<file path="src/rtl/nibble_serial_adder_ctrl.sv">
// nibble_serial_adder_ctrl
// Adds two WIDTH-bit operands through one 4-bit carry-propagating slice,
// one nibble per clock, least-significant nibble first. Operands enter
// through a valid/ready handshake and the sum plus carry-out leave through
// a second valid/ready handshake.
// Optional feature: define SUBTRACT_EN to add a 'sub' input that selects
// a - b (two's complement: ~b nibbles with the initial carry forced to 1).
module nibble_serial_adder_ctrl #(
    parameter int WIDTH = 16
) (
    input  logic             clk,
    input  logic             rst,
    input  logic             in_valid,
    output logic             in_ready,
    input  logic [WIDTH-1:0] a,
    input  logic [WIDTH-1:0] b,
    input  logic             cin,
`ifdef SUBTRACT_EN
    input  logic             sub,
`endif
    output logic             out_valid,
    input  logic             out_ready,
    output logic [WIDTH-1:0] sum,
    output logic             cout,
    output logic             busy
);

    localparam int NIB   = WIDTH / 4;
    localparam int IDX_W = (NIB > 1) ? $clog2(NIB) : 1;

    // Reject widths that do not split into whole nibbles.
    if (((WIDTH % 4) != 0) || (WIDTH < 4)) begin : g_bad_width
        $error("nibble_serial_adder_ctrl: WIDTH must be a multiple of 4 and >= 4");
    end

    typedef enum logic [1:0] {
        S_IDLE = 2'd0,
        S_RUN  = 2'd1,
        S_DONE = 2'd2
    } state_t;

    state_t             state_q, state_d;
    logic [WIDTH-1:0]   a_q, a_d;
    logic [WIDTH-1:0]   b_q, b_d;
    logic [WIDTH-1:0]   sum_q, sum_d;
    logic               carry_q, carry_d;
    logic               cout_q, cout_d;
    logic [IDX_W-1:0]   idx_q, idx_d;
`ifdef SUBTRACT_EN
    logic               sub_q, sub_d;
`endif

    logic [3:0]         nib_a;
    logic [3:0]         nib_b;
    logic [4:0]         slice;

    // Nibble slice plus next-state logic for the sequencer and datapath.
    always_comb begin
        state_d = state_q;
        a_d     = a_q;
        b_d     = b_q;
        sum_d   = sum_q;
        carry_d = carry_q;
        cout_d  = cout_q;
        idx_d   = idx_q;
`ifdef SUBTRACT_EN
        sub_d   = sub_q;
`endif

        // Select the current nibble of each operand.
        nib_a = 4'd0;
        nib_b = 4'd0;
        for (int i = 0; i < NIB; i++) begin
            if (idx_q == IDX_W'(i)) begin
                nib_a = a_q[4*i +: 4];
                nib_b = b_q[4*i +: 4];
            end
        end
`ifdef SUBTRACT_EN
        if (sub_q) begin
            nib_b = ~nib_b;
        end
`endif
        // Five-bit sum so the carry is extracted before any truncation.
        slice = {1'b0, nib_a} + {1'b0, nib_b} + {4'd0, carry_q};

        case (state_q)
            S_IDLE: begin
                if (in_valid) begin
                    a_d     = a;
                    b_d     = b;
                    idx_d   = '0;
                    sum_d   = '0;
                    cout_d  = 1'b0;
`ifdef SUBTRACT_EN
                    sub_d   = sub;
                    carry_d = sub ? 1'b1 : cin;
`else
                    carry_d = cin;
`endif
                    state_d = S_RUN;
                end
            end
            S_RUN: begin
                for (int i = 0; i < NIB; i++) begin
                    if (idx_q == IDX_W'(i)) begin
                        sum_d[4*i +: 4] = slice[3:0];
                    end
                end
                carry_d = slice[4];
                // Last nibble: keep idx in range rather than wrapping.
                if (idx_q == IDX_W'(NIB - 1)) begin
                    cout_d  = slice[4];
                    state_d = S_DONE;
                end else begin
                    idx_d = idx_q + 1'b1;
                end
            end
            S_DONE: begin
                if (out_ready) begin
                    state_d = S_IDLE;
                end
            end
            default: begin
                state_d = S_IDLE;
            end
        endcase
    end

    // State and datapath registers; reset discards any partial result.
    always_ff @(posedge clk) begin
        if (rst) begin
            state_q <= S_IDLE;
            a_q     <= '0;
            b_q     <= '0;
            sum_q   <= '0;
            carry_q <= 1'b0;
            cout_q  <= 1'b0;
            idx_q   <= '0;
`ifdef SUBTRACT_EN
            sub_q   <= 1'b0;
`endif
        end else begin
            state_q <= state_d;
            a_q     <= a_d;
            b_q     <= b_d;
            sum_q   <= sum_d;
            carry_q <= carry_d;
            cout_q  <= cout_d;
            idx_q   <= idx_d;
`ifdef SUBTRACT_EN
            sub_q   <= sub_d;
`endif
        end
    end

    // Handshake and status outputs decode the state register only.
    assign in_ready  = (state_q == S_IDLE);
    assign out_valid = (state_q == S_DONE);
    assign busy      = (state_q != S_IDLE);
    assign sum       = sum_q;
    assign cout      = cout_q;

endmodule
</file>
<file path="config.mk">
export PLATFORM = sky130hd
export DESIGN_NAME = nibble_serial_adder_ctrl
export DESIGN_NICKNAME = d
export VERILOG_FILES = /design/src/rtl/nibble_serial_adder_ctrl.sv
export SDC_FILE = /design/constraint.sdc
export NUM_CORES = 1
export LEC_CHECK = 0
export ABC_CLOCK_PERIOD_IN_PS = 4300
export BUFFER_PORTS_ARGS = -buffer_cell sky130_fd_sc_hd__buf_2
export CAP_MARGIN = 20
export CORE_MARGIN = 5
export CORE_UTILIZATION = 60
export CTS_BUF_LIST = sky130_fd_sc_hd__clkbuf_8
export DETAILED_ROUTE_END_ITERATION = 10
export PLACE_DENSITY = 0.87
export SLEW_MARGIN = 20
export SYNTH_ARGS = -nofsm -noshare
export SYNTH_HDL_FRONTEND = slang
export SYNTH_SLANG_ARGS = --single-unit
</file>
<file path="constraint.sdc">
create_clock -name clk -period 4.3 [get_ports clk]
set_input_delay 0.215 -clock clk [delete_from_list [all_inputs] [get_ports clk]]
set_output_delay 0.215 -clock clk [all_outputs]
set_load 0.01 [all_outputs]
</file>
# Word level (Yosys, flattened, before mapping)
# Cells that the tools add are included.
dict set report classes {
  add_sub_neg 3
  n_eq_ne 12
  mux 26
  n_reduce_logical 12
}
# operator n
set ops {}
lappend ops {{$mux 4} 12}
lappend ops {{$pmux 16 s2} 1}
lappend ops {{$reduce_and 3->1} 6}
lappend ops {{$mux 16} 1}
lappend ops {{$ne 2x2->1 const B} 6}
lappend ops {{$mux 2} 5}
lappend ops {{$eq 2x2->1 const B} 3}
lappend ops {{$pmux 2 s3} 1}
lappend ops {{$add 4x4->5} 1}
lappend ops {{$add 5x1->5} 1}
lappend ops {{$eq 2x1->1 const B} 2}
lappend ops {{$logic_not 2->1} 2}
lappend ops {{$pmux 1 s2} 2}
lappend ops {{$pmux 2 s2} 1}
lappend ops {{$reduce_and 2->1} 2}
lappend ops {{$reduce_bool 2->1} 2}
lappend ops {{$mux 1} 3}
lappend ops {{$add 2x1->2 const B} 1}
lappend ops {{$ne 2x1->1 const B} 1}
dict set report totals {
  register_bits 54
  input_bits 37
  out_inout_bits 20
  wordCells 63
}

# Longest topological paths before layout
# Gate-level depths: netlist (run 1).
dict set report depth {
  depth_word 9
  depth_mapped 13
  ltp_nobuf 12
}

# Worst setup path before layout (run 1)
# No wires, ideal clock.
dict set report synth_timing {
  path_type {register to register}
  from {reg idx_q[0]}
  to {reg sum_q[14] (netlist: sum[14])}
  setup_time_ps 65
  arrival_ps 2659
  required_time_ps 4235
  slack_ps 1576
  stages_incl_launch_ff 14
  n_path_buf 2
  period_less_slack_ps 2724
  cell_sequence {dfxtp_1 -> inv_1 -> ha_1 -> clkbuf_1 -> clkbuf_1 -> a221oi_1 -> nor3_1 -> a21oi_1 -> fa_1 -> fa_1 -> nor2b_1 -> nor3_1 -> mux2i_1 -> nor2_1}
}
dict set report synth_between {
  elab_chain_cells 9
  elab_cells_between_ends 18
  classes_between {2 x add/sub; 4 x eq/ne; 10 x mux; 2 x reduce/logical}
}
# element line
set synth_lines {}
lappend synth_lines {{from (decl)} 48} ;# logic [IDX_W-1:0] idx_q, idx_d;
lappend synth_lines {{from (signal assigned)} 150} ;# idx_q <= idx_d;
lappend synth_lines {{$logic_not 2->1} 74} ;# if (idx_q == IDX_W'(i)) begin
lappend synth_lines {{$mux 4 (4 in series)} 74}
lappend synth_lines {{$add 4x4->5} 85} ;# slice = {1'b0, nib_a} + {1'b0, nib_b} + {4'd0, carry_q};
lappend synth_lines {{$add 5x1->5} 85}
lappend synth_lines {{$mux 4} 106} ;# if (idx_q == IDX_W'(i)) begin
lappend synth_lines {{$pmux 16 s2} 87} ;# case (state_q)
lappend synth_lines {{to (signal assigned)} 147} ;# sum_q <= sum_d;
lappend synth_lines {{to (decl)} 45} ;# logic [WIDTH-1:0] sum_q, sum_d;
# Several ways; a longest one is shown, not always the timed one. The select of a mux whose other input is x is not followed.
# A chain may end at the register's enable or synchronous reset.

# Worst setup path after layout (run 1)
dict set report layout_timing {
  from {reg idx_q[1]}
  to {reg sum_q[2] (netlist: sum[2])}
}
dict set report layout_between {
  elab_chain_cells 9
  elab_cells_between_ends 18
  classes_between {2 x add/sub; 4 x eq/ne; 10 x mux; 2 x reduce/logical}
}
# element line
set layout_lines {}
lappend layout_lines {{$logic_not 2->1} {74, 106}}
lappend layout_lines {{$mux 4 (4 in series)} 74}
lappend layout_lines {{$add 4x4->5} 85}
lappend layout_lines {{$add 5x1->5} 85}
lappend layout_lines {{$mux 4} 106}
lappend layout_lines {{$pmux 16 s2} 87}
# Several ways; a longest one is shown, not always the timed one. The select of a mux whose other input is x is not followed.

==> impl_results.rst, run 1 <==
.. list-table::
   :header-rows: 1

   * - Metric
     - Value
   * - Outcome
     - finished, final reports clean
   * - Die ar.
     - 0.00556 sq mm
   * - Instance count of the mapped netlist
     - 309
   * - Number of gates given a new drive strength after cts
     - 0
   * - Critical Path Start Type
     - flip-flop
   * - Overall die width
     - 74.6 microns
   * - Post-synthesis instance area
     - 0.00250 sq mm
   * - Global-route wire length before repair
     - 8.97 mm
   * - Number of max-slew violations in the final report
     - 0
   * - Worst Max-Slew Pin Slew
     - 1040 ps
   * - Final core utilization
     - 71.0%
   * - Count of placed standard cells in the final layout, fillers left out
     - 403
   * - Post-route fraction of the period consumed by the critical path
     - 72.7%
   * - Switching power
     - 0.271 mW
   * - Core area
     - 0.00403 sq mm
   * - Buffer type at the clock tree root
     - sky130_fd_sc_hd__clkbuf_8
   * - Hold/Removal Path Class
     - input pin to flip-flop
   * - Post-route cell area
     - 0.00286 sq mm
   * - Worst endpoint required time
     - 4530 ps
   * - Largest net degree at the start of global routing
     - 59
   * - Static leakage power
     - 1.23 nW
   * - Hold slack final
     - 141 ps
   * - Category of the critical setup timing path
     - flip-flop to flip-flop
   * - WL per Instance
     - 14.3 microns
   * - Most frequent standard cell in the layout excluding fill and tap cells
     - sky130_fd_sc_hd__nand2_1
   * - Average via count per standard cell
     - 5.51
   * - Warning count from the yosys run
     - 0
   * - Min Clock Period, post-route
     - 3130 ps
   * - Max cap viols
     - 0
   * - Syn Nets
     - 355
   * - Routed via count
     - 2221
   * - Total global routing overflow
     - 0
   * - Routed wire length
     - 5.76 mm
   * - Global-route total usage across every layer
     - 21.1%
   * - Final setup violating endpoints
     - 0
   * - Number of buffers added to fix hold violations after cts
     - 0
   * - Die height
     - 74.6 microns
   * - EDFF count, synth
     - 0
   * - Antenna violations before repair
     - 0
   * - Share of post-route cells with drive strength above 1
     - 21.0%
   * - Sum of net half-perimeters after detailed placement
     - 4.14 mm
   * - Sequential share of the synthesized area
     - 43.2%
   * - DRC
     - 0
   * - Number of H-tree branching levels
     - 2
   * - Count of buffers inserted at the top-level ports
     - 56
   * - Cell area power density
     - 361 mW/mm^2
   * - Commonest cells after routing, fill and taps aside
     - sky130_fd_sc_hd__nand2_1, sky130_fd_sc_hd__buf_2, sky130_fd_sc_hd__dfxtp_1, sky130_fd_sc_hd__a21oi_1, sky130_fd_sc_hd__nor2_1
   * - Post-Synthesis Mean Instance Area
     - 8.10 sq um
   * - Unrepaired setup endpoints after global routing
     - no
   * - Buffers inserted during post-CTS setup optimization
     - 0
   * - N_diodes
     - 0
   * - Int Pwr
     - 0.760 mW
   * - Post-detailed-placement cell area
     - 0.00275 sq mm
   * - Antenna Nets Post-Route
     - 0
   * - CP Max Fanout
     - 19
   * - Total placed cells including tap cells
     - 395
   * - Clock transition time at the flip-flop clock pins of the worst setup and hold paths
     - 90 ps
   * - Max Fclk
     - 320 MHz
   * - Starting utilization of the core area
     - 62.1%
   * - Tightest slew margin relative to the limit
     - 30.3%
   * - # rows
     - 23
   * - Setup Skew
     - 5.65 ps
   * - Number of buffers created by CTS
     - 5
   * - FFs w/ async S/R, synth
     - 0%
   * - Most frequently used flop master after synthesis
     - sky130_fd_sc_hd__dfxtp_1
   * - Portion of total power attributed to the clock network
     - 31.1%
   * - Count of state elements after synthesis
     - 54
   * - IR Drop Worst-Case VDD
     - 0.295 mV
   * - Fraction of power spent switching nets
     - 26.3%
   * - Filler Cell Count
     - 350
   * - Setup TNS after final layout
     - 0 ps
   * - Clock tree from TritonCTS
     - done
   * - Portion of total power attributed to sequential cells
     - 52.5%
   * - Crit path setup slack, layout
     - 1170 ps
   * - Later-pin clock latency in the skew report
     - 300 ps
   * - Post-synth cell types
     - 35
   * - Final weighted congestion in routability-driven placement
     - 0.875
   * - Area growth from synthesis to final layout
     - 14.2%
   * - Final hold vios
     - 0
   * - Top-level port count
     - 57
   * - Maximum number of buffers from clock root to sink
     - 2
   * - Comb power frac
     - 16.5%
   * - Number of violations reported at the end of detailed-routing iteration 0
     - 140
   * - Pre-CTS worst setup slack
     - 1240 ps
   * - Data arrival at the endpoint of the critical path
     - 3360 ps
   * - Via count of the first global-routing pass
     - 2008
   * - First-pass DRT Iterations
     - 4
   * - Final #Nets
     - 398
   * - Sort of element at the end of the critical path
     - flip-flop
   * - Total number of clock tree sinks
     - 54
   * - Tot Pwr
     - 1.03 mW
power by group through the flow:
| stage | clock, mW | combinational, mW | sequential [mW] |
|---|---|---|---|
| floorplan | 0 | 0.127 | 0.549 |
| global placement | 0 | 0.164 | 0.552 |
| detailed placement | 0 | 0.169 | 0.553 |
| CTS | 0.321 | 0.170 | 0.541 |
| global route | 0.342 | 0.188 | 0.544 |
| finish | 0.321 | 0.170 | 0.541 |
cells by family after synthesis:
group | synth area share [%]
buffers and inverters | 5.00
AND/OR/NAND/NOR | 24.0
AO/OA/AOI/OAI | 20.2
flip-flops | 43.2
multiplexers | 2.50
adder cells (fa/ha/maj) | 5.10
cells in the mapped netlist (all sizes together) (4+ instances only):
cell,instances,area share [%]
nor2,19,2.9
mux2i,5,2.5
dfxtp,54,43
o31ai,4,1.8
buf,7,2.3
nand2b,4,1.0
a2bb2oi,8,2.8
nand2,83,12
inv,4,0.60
o21ai,6,1.2
nor2b,12,3.0
nand3b,8,2.4
nor3,5,1.0
clkbuf,14,2.1
a21oi,51,11
ha,7,3.5
a221oi,4,1.4
state kept, by name, summed over array words and instances, names as in the netlist:
signal	flops
a_q	16
b_q	16
carry_q	1
cout	1
idx_q	2
state_q	2
sum	16
per-layer routing:
metal	share of wire [%]	track usage, %	up-vias
met5	0	0	-
met4	1.2	5.73	0
met3	6.3	5.00	8
met2	53	37.3	71
met1	40	25.5	1019
li1	-	-	1123
layout make-up:
class                   instances  area (sq um)  share of cell area, %
flip-flops and latches         54          1080                   37.8
multi-input cells             230          1300                   45.6
repair buffers                 57           288                   10.1
clock buffers                   8           110                   3.85
inverters                       4          15.0                  0.525
well taps                      50          62.6                   2.19
final timing paths:
kind              startpoint  endpoint  slack [ps]  depth (start not counted)
setup / recovery    idx_q[1]    sum[2]        1170                         11
hold reg to reg      b_q[14]   b_q[14]         470                          2
hold / removal          b[3]    b_q[3]         140                          3
setup reg to reg    idx_q[1]    sum[2]        1170                         11
critical path, stage by stage, from the launching register on:
cell	delay, ps
sky130_fd_sc_hd__dfxtp_1	350
sky130_fd_sc_hd__inv_1	100
sky130_fd_sc_hd__ha_1	550
sky130_fd_sc_hd__a221oi_1	200
sky130_fd_sc_hd__nor3_1	160
sky130_fd_sc_hd__a21oi_1	80
sky130_fd_sc_hd__fa_1	460
sky130_fd_sc_hd__fa_1	400
sky130_fd_sc_hd__nor2b_1	140
sky130_fd_sc_hd__nor3_1	370
sky130_fd_sc_hd__mux2i_1	130
sky130_fd_sc_hd__nor2_1	120
Note: power is estimated with default switching activity, not from simulation.
==> run 2, diff against run 1 <==
- ABC_CLOCK_PERIOD_IN_PS: 4300 -> 2700
- CORE_UTILIZATION: 60 -> 50
- PLACE_DENSITY: 0.87 -> 0.78
- clock period: 4.3 -> 2.7 ns (I/O delays scaled with it)
==> impl_results.rst, run 2 (synthesis gave the netlist of run 1 again) <==
.. list-table::
   :header-rows: 1

   * - Metric
     - Value
   * - Outcome
     - finished, final reports clean (unchanged)
   * - Comb power frac
     - 17.6% (was 16.5%)
   * - Total number of clock tree sinks
     - 54 (unchanged)
   * - Core area
     - 0.00479 sq mm (was 0.00403 sq mm)
   * - Fraction of power spent switching nets
     - 26.3% (about the same)
   * - Filler Cell Count
     - 414 (was 350)
   * - Worst Max-Slew Pin Slew
     - 633 ps (was 1040 ps)
   * - Max Fclk
     - 391 MHz (was 320 MHz)
   * - Number of max-slew violations in the final report
     - 0 (unchanged)
   * - Total placed cells including tap cells
     - 423 (was 395)
   * - Final setup violating endpoints
     - 0 (unchanged)
   * - Int Pwr
     - 1.24 mW (was 0.760 mW)
   * - Pre-CTS worst setup slack
     - 0.858 ps (was 1240 ps)
   * - Switching power
     - 0.444 mW (was 0.271 mW)
   * - Count of buffers inserted at the top-level ports
     - 56 (unchanged)
   * - Min Clock Period, post-route
     - 2560 ps (was 3130 ps)
   * - Die height
     - 80.7 microns (was 74.6 microns)
   * - Commonest cells after routing, fill and taps aside
     - sky130_fd_sc_hd__nand2_1, sky130_fd_sc_hd__buf_2, sky130_fd_sc_hd__dfxtp_1, sky130_fd_sc_hd__a21oi_1, sky130_fd_sc_hd__nor2_1 (unchanged)
   * - Total global routing overflow
     - 0 (unchanged)
   * - Sort of element at the end of the critical path
     - flip-flop (unchanged)
   * - Clock tree from TritonCTS
     - done (unchanged)
   * - IR Drop Worst-Case VDD
     - 0.297 mV (was 0.295 mV)
   * - Post-route fraction of the period consumed by the critical path
     - 94.7% (was 72.7%)
   * - N_diodes
     - 0 (unchanged)
   * - Sum of net half-perimeters after detailed placement
     - 4.32 mm (was 4.14 mm)
   * - First-pass DRT Iterations
     - 4 (unchanged)
   * - Static leakage power
     - 1.29 nW (was 1.23 nW)
   * - Final weighted congestion in routability-driven placement
     - 0.874 (was 0.875)
   * - Later-pin clock latency in the skew report
     - 300 ps (about the same)
   * - CP Max Fanout
     - 7 (was 19)
   * - Tightest slew margin relative to the limit
     - 57.8% (was 30.3%)
   * - Share of post-route cells with drive strength above 1
     - 26.0% (was 21.0%)
   * - Top-level port count
     - 57 (unchanged)
   * - Portion of total power attributed to the clock network
     - 31.3% (was 31.1%)
   * - Global-route total usage across every layer
     - 18.6% (was 21.1%)
   * - Critical Path Start Type
     - flip-flop (unchanged)
   * - WL per Instance
     - 13.6 microns (was 14.3 microns)
   * - Clock transition time at the flip-flop clock pins of the worst setup and hold paths
     - 90 ps (about the same)
   * - Via count of the first global-routing pass
     - 2051 (was 2008)
   * - Sequential cell area
     - 0.00108 sq mm (about the same)
   * - Number of H-tree branching levels
     - 2 (unchanged)
   * - Category of the critical setup timing path
     - flip-flop to flip-flop (unchanged)
   * - Global-route wire length before repair
     - 9.43 mm (was 8.97 mm)
   * - Number of buffers added to fix hold violations after cts
     - 0 (unchanged)
   * - Multi-input combinational cell area
     - 0.00135 sq mm (was 0.00130 sq mm)
   * - Hold slack final
     - 58.0 ps (was 141 ps)
   * - Number of buffers created by CTS
     - 5 (unchanged)
   * - Portion of total power attributed to sequential cells
     - 51.1% (was 52.5%)
   * - Hold/Removal Path Class
     - input pin to flip-flop (unchanged)
   * - DRC
     - 0 (unchanged)
   * - Antenna violations before repair
     - 0 (unchanged)
   * - Area growth from synthesis to final layout
     - 20.7% (was 14.2%)
   * - Number of violations reported at the end of detailed-routing iteration 0
     - 139 (was 140)
   * - Post-route cell area
     - 0.00302 sq mm (was 0.00286 sq mm)
   * - Routed via count
     - 2219 (was 2221)
   * - Post-detailed-placement cell area
     - 0.00286 sq mm (was 0.00275 sq mm)
   * - Die ar.
     - 0.00652 sq mm (was 0.00556 sq mm)
   * - Final #Nets
     - 410 (was 398)
   * - Crit path setup slack, layout
     - 144 ps (was 1170 ps)
   * - Worst endpoint required time
     - 2940 ps (was 4530 ps)
   * - Most frequent standard cell in the layout excluding fill and tap cells
     - sky130_fd_sc_hd__nand2_1 (unchanged)
   * - Largest net degree at the start of global routing
     - 41 (was 59)
   * - Cell area power density
     - 559 mW/mm^2 (was 361 mW/mm^2)
   * - Final hold vios
     - 0 (unchanged)
   * - Starting utilization of the core area
     - 52.3% (was 62.1%)
   * - Routed wire length
     - 5.86 mm (was 5.76 mm)
   * - Data arrival at the endpoint of the critical path
     - 2800 ps (was 3360 ps)
   * - Max cap viols
     - 0 (unchanged)
   * - Count of placed standard cells in the final layout, fillers left out
     - 432 (was 403)
   * - Overall die width
     - 80.7 microns (was 74.6 microns)
   * - Unrepaired setup endpoints after global routing
     - yes (was no)
   * - Average via count per standard cell
     - 5.14 (was 5.51)
   * - # rows
     - 25 (was 23)
   * - Buffer type at the clock tree root
     - sky130_fd_sc_hd__clkbuf_8 (unchanged)
   * - Antenna Nets Post-Route
     - 0 (unchanged)
   * - Setup TNS after final layout
     - 0 ps (unchanged)
   * - Setup Skew
     - 4.64 ps (was 5.65 ps)
   * - Maximum number of buffers from clock root to sink
     - 2 (unchanged)
run 2: cell types whose count changed in the layout (fill, tap and decap cells not counted), sizes merged:
cell / change
buf: +12
clkbuf: -3
bufinv: +1
clkinvlp: +1
inv: +1
run 2: final timing paths:
check / start / endpoint / slack [ps] / cells past startpoint
max reg2reg: idx_q[0] / sum[6] / 140 / 12
min: b[3] / b_q[3] / 60 / 3
max: idx_q[0] / sum[6] / 140 / 12
min reg2reg: a_q[9] / a_q[9] / 460 / 2
run 2: timing repair:
item	4_1_cts	5_1_grt
gates resized for setup	4	9
pin swaps	1	0
setup endpoints to repair	5	13
buffers inserted	1	0
gates cloned	0	0
run 2: routing by layer:
metal	vias to the layer above	track usage (%)	wire length [microns]
met5	-	0	0
met1	1002	22.7	2570
met3	7	4.88	349
met2	66	31.7	2870
met4	0	6.42	70
li1	1144	-	-
run 2: stage by stage:
step	power, mW	utilization [%]
3_5_place_dp	1.17	59.7
2_1_floorplan	1.08	-
3_3_place_gp	1.16	59.7
6_report	1.69	63.1
5_1_grt	1.76	63.1
4_1_cts	1.69	62.4
run 2: final cells by class:
cell class	instances	share of cell area, %
clock buffer	5	2.28
multi-input combinational	230	44.7
timing repair buffer	69	12.5
clock inverter	3	1.37
inverter	4	0.497
sequential	54	35.9
tap	67	2.78
run 2: power by group through the flow:
stage	sequential [mW]	combinational, mW	clock (mW)
finish	0.862	0.296	0.529
global route	0.867	0.329	0.567
CTS	0.862	0.291	0.537
detailed placement	0.880	0.286	0
global placement	0.879	0.280	0
floorplan	0.874	0.203	0
run 2: worst max-delay path, stage by stage (launching register included):
cell	delay (ps)
sky130_fd_sc_hd__dfxtp_4	390
sky130_fd_sc_hd__inv_1	90
sky130_fd_sc_hd__ha_2	240
sky130_fd_sc_hd__nor2b_1	140
sky130_fd_sc_hd__nor3_1	160
sky130_fd_sc_hd__a21oi_1	90
sky130_fd_sc_hd__fa_2	410
sky130_fd_sc_hd__fa_2	360
sky130_fd_sc_hd__nor2b_1	150
sky130_fd_sc_hd__nor3_2	170
sky130_fd_sc_hd__buf_4	150
sky130_fd_sc_hd__mux2i_1	60
sky130_fd_sc_hd__nor2_1	90
==> run 3, diff against run 2 <==
- SETUP_SLACK_MARGIN: not set -> 0.15
==> impl_results.rst, run 3 (synthesis gave the netlist of run 1 again) <==
.. list-table::
   :header-rows: 1

   * - Metric
     - Value
   * - Clock transition time at the flip-flop clock pins of the worst setup and hold paths
     - 90 ps (about the same)
   * - Number of instances on the worst hold path
     - 3 (unchanged)
   * - Sort of element at the end of the critical path
     - flip-flop (unchanged)
   * - Global-route total usage across every layer
     - 19.0% (was 18.6%)
   * - Die ar.
     - 0.00652 sq mm (unchanged)
   * - Worst Max-Slew Pin Slew
     - 749 ps (was 633 ps)
   * - Sequence of cells on the critical path
     - inv_4, ha_4, buf_4, buf_4, a221oi_4, nor3_2, a21o_1, ha_1, nand2_1, o21ai_2, mux2i_4, o31ai_1 (was inv_1, ha_2, nor2b_1, nor3_1, a21oi_1, fa_2, fa_2, nor2b_1, nor3_2, buf_4, mux2i_1, nor2_1)
   * - Final setup violating endpoints
     - 0 (unchanged)
   * - Starting utilization of the core area
     - 52.3% (unchanged)
   * - Crit path setup slack, layout
     - 166 ps (was 144 ps)
   * - Area growth from synthesis to final layout
     - 24.3% (was 20.7%)
   * - Top-level port count
     - 57 (unchanged)
   * - Antenna Nets Post-Route
     - 0 (unchanged)
   * - Hold slack final
     - 51.3 ps (was 58.0 ps)
   * - Category of the critical setup timing path
     - flip-flop to flip-flop (unchanged)
   * - Core area
     - 0.00479 sq mm (unchanged)
   * - Critical Path Max Stage Delay
     - 360 ps (was 410 ps)
   * - Most common cell type on the critical path
     - sky130_fd_sc_hd__buf_4
   * - Comb power frac
     - 19.7% (was 17.6%)
   * - Portion of total power attributed to sequential cells
     - 52.5% (was 51.1%)
   * - Post-route fraction of the period consumed by the critical path
     - 93.8% (was 94.7%)
   * - CP Max Fanout
     - 6 (was 7)
   * - Number of buffers created by CTS
     - 5 (unchanged)
   * - N_diodes
     - 0 (unchanged)
   * - Most frequent standard cell in the layout excluding fill and tap cells
     - sky130_fd_sc_hd__nand2_1 (unchanged)
   * - Final #Nets
     - 414 (was 410)
   * - Commonest cells after routing, fill and taps aside
     - sky130_fd_sc_hd__nand2_1, sky130_fd_sc_hd__buf_2, sky130_fd_sc_hd__dfxtp_1, sky130_fd_sc_hd__a21oi_1, sky130_fd_sc_hd__nor2_1 (unchanged)
   * - Worst endpoint required time
     - 2870 ps (was 2940 ps)
   * - Switching power
     - 0.456 mW (was 0.444 mW)
   * - Via count of the first global-routing pass
     - 2068 (was 2051)
   * - Routed via count
     - 2297 (was 2219)
   * - Total number of clock tree sinks
     - 54 (unchanged)
   * - Max Fclk
     - 395 MHz (was 391 MHz)
   * - Min Clock Period, post-route
     - 2530 ps (was 2560 ps)
   * - Setup Skew
     - 5.48 ps (was 4.64 ps)
   * - Tightest slew margin relative to the limit
     - 49.9% (was 57.8%)
   * - Largest net degree at the start of global routing
     - 39 (was 41)
   * - Outcome
     - finished, final reports clean (unchanged)
   * - Sum of net half-perimeters after detailed placement
     - 4.45 mm (was 4.32 mm)
   * - Final hold vios
     - 0 (unchanged)
   * - Critical-path top delay cell
     - sky130_fd_sc_hd__dfxtp_2 (was sky130_fd_sc_hd__fa_2)
   * - Number of violations reported at the end of detailed-routing iteration 0
     - 215 (was 139)
   * - Int Pwr
     - 1.19 mW (was 1.24 mW)
   * - Later-pin clock latency in the skew report
     - 310 ps (was 300 ps)
   * - Fraction of power spent switching nets
     - 27.7% (was 26.3%)
   * - Cell area power density
     - 529 mW/mm^2 (was 559 mW/mm^2)
   * - Count of buffers inserted at the top-level ports
     - 56 (unchanged)
   * - Overall die width
     - 80.7 microns (unchanged)
   * - Share of post-route cells with drive strength above 1
     - 30.1% (was 26.0%)
   * - Number of H-tree branching levels
     - 2 (unchanged)
   * - Antenna violations before repair
     - 0 (unchanged)
   * - Setup TNS after final layout
     - 0 ps (unchanged)
   * - Max cap viols
     - 0 (unchanged)
   * - Data arrival at the endpoint of the critical path
     - 2710 ps (was 2800 ps)
   * - IR Drop Worst-Case VDD
     - 0.424 mV (was 0.297 mV)
   * - Cells on worst reg2reg path
     - 12 (unchanged)
   * - Clock tree from TritonCTS
     - done (unchanged)
   * - Unrepaired setup endpoints after global routing
     - yes (unchanged)
   * - # rows
     - 25 (unchanged)
   * - Critical Path Start Type
     - flip-flop (unchanged)
   * - Buffer type at the clock tree root
     - sky130_fd_sc_hd__clkbuf_8 (unchanged)
   * - Total number of cells along the worst setup path
     - 12 (unchanged)
   * - Final weighted congestion in routability-driven placement
     - 0.905 (was 0.874)
   * - Number of buffers added to fix hold violations after cts
     - 0 (unchanged)
   * - Portion of total power attributed to the clock network
     - 27.8% (was 31.3%)
   * - Pre-CTS worst setup slack
     - -110 ps (was 0.858 ps)
   * - Die height
     - 80.7 microns (unchanged)
   * - Total global routing overflow
     - 0 (unchanged)
   * - Global-route wire length before repair
     - 9.56 mm (was 9.43 mm)
   * - Total placed cells including tap cells
     - 422 (was 423)
   * - Buffers and inverters on the worst path
     - 3 (was 2)
   * - Count of placed standard cells in the final layout, fillers left out
     - 436 (was 432)
   * - Number of max-slew violations in the final report
     - 0 (unchanged)
   * - Routed wire length
     - 6.26 mm (was 5.86 mm)
   * - WL per Instance
     - 14.3 microns (was 13.6 microns)
   * - Static leakage power
     - 1.34 nW (was 1.29 nW)
   * - First-pass DRT Iterations
     - 4 (unchanged)
   * - DRC
     - 0 (unchanged)
   * - Average via count per standard cell
     - 5.27 (was 5.14)
   * - Maximum number of buffers from clock root to sink
     - 2 (unchanged)
   * - Family of cells with the greatest summed delay on the critical path
     - compound AO/OA/AOI/OAI gates (was adder cells)
   * - Hold/Removal Path Class
     - input pin to flip-flop (unchanged)
-- run 3: cell count changes in the layout (fill, tap and decap cells not counted), sizes merged --
cell	before	now
buf	69	71
bufinv	1	0
clkbuf	5	8
clkinv	0	1
clkinvlp	1	0
-- run 3: final cells by class --
type / instances / area (sq um)
tap: 67 / 83.8
sequential: 54 / 1090
fill: 416 / 1670
inverter: 4 / 17.5
timing repair buffer: 73 / 403
multi-input combinational: 230 / 1430
clock inverter: 2 / 8.76
clock buffer: 6 / 82.6
-- run 3: metrics by stage --
stage               util [%]  cell area, sq um  power, mW
detailed placement      59.6              2850       1.16
finish                  65.0              3110       1.65
CTS                     62.4              2990       1.62
floorplan                  -              2510       1.08
global route            65.0              3110       1.73
global placement        59.6              2850       1.16
-- run 3: repair_timing --
action | 4_1_cts | 5_1_grt
buffers inserted | 1 | 5
pin swaps | 1 | 14
endpoints found under the setup margin | 14 | 14
gates resized for setup | 11 | 21
-- run 3: final timing paths --
path / start / endpoint / slack [ps]
worst min register to register: a_q[14] / a_q[14] / 460
worst max-delay path: idx_q[1] / sum[11] / 170
worst min-delay path: a[10] / a_q[10] / 50
worst max register to register: idx_q[1] / sum[11] / 170
-- run 3: per-layer routing --
metal / share of wire [%] / wire [microns] / vias to the layer above / GRT usage, %
li1: - / - / 1155 / -
met1: 43 / 2710 / 1064 / 23.3
met2: 48 / 3000 / 65 / 32.8
met3: 6.4 / 400 / 13 / 4.21
met4: 2.3 / 145 / 0 / 6.76
met5: 0 / 0 / - / 0
-- run 3: power groups by stage --
stage | Clock [mW] | Sequential [mW] | Combinational, mW
3_5_place_dp | 0 | 0.880 | 0.284
2_1_floorplan | 0 | 0.874 | 0.203
6_report | 0.457 | 0.864 | 0.325
3_3_place_gp | 0 | 0.879 | 0.279
4_1_cts | 0.464 | 0.862 | 0.293
5_1_grt | 0.495 | 0.870 | 0.360
-- run 3: worst register-to-register path, delay by kind of cell, from the launching register on --
family                     cells  cell delay [ps]
DFF                            1              360
and+or+nand+nor                2              150
buffers and inverters          3              350
muxes                          1              340
AOI/OAI and AO/OA              4              730
adders and majority gates      2              470
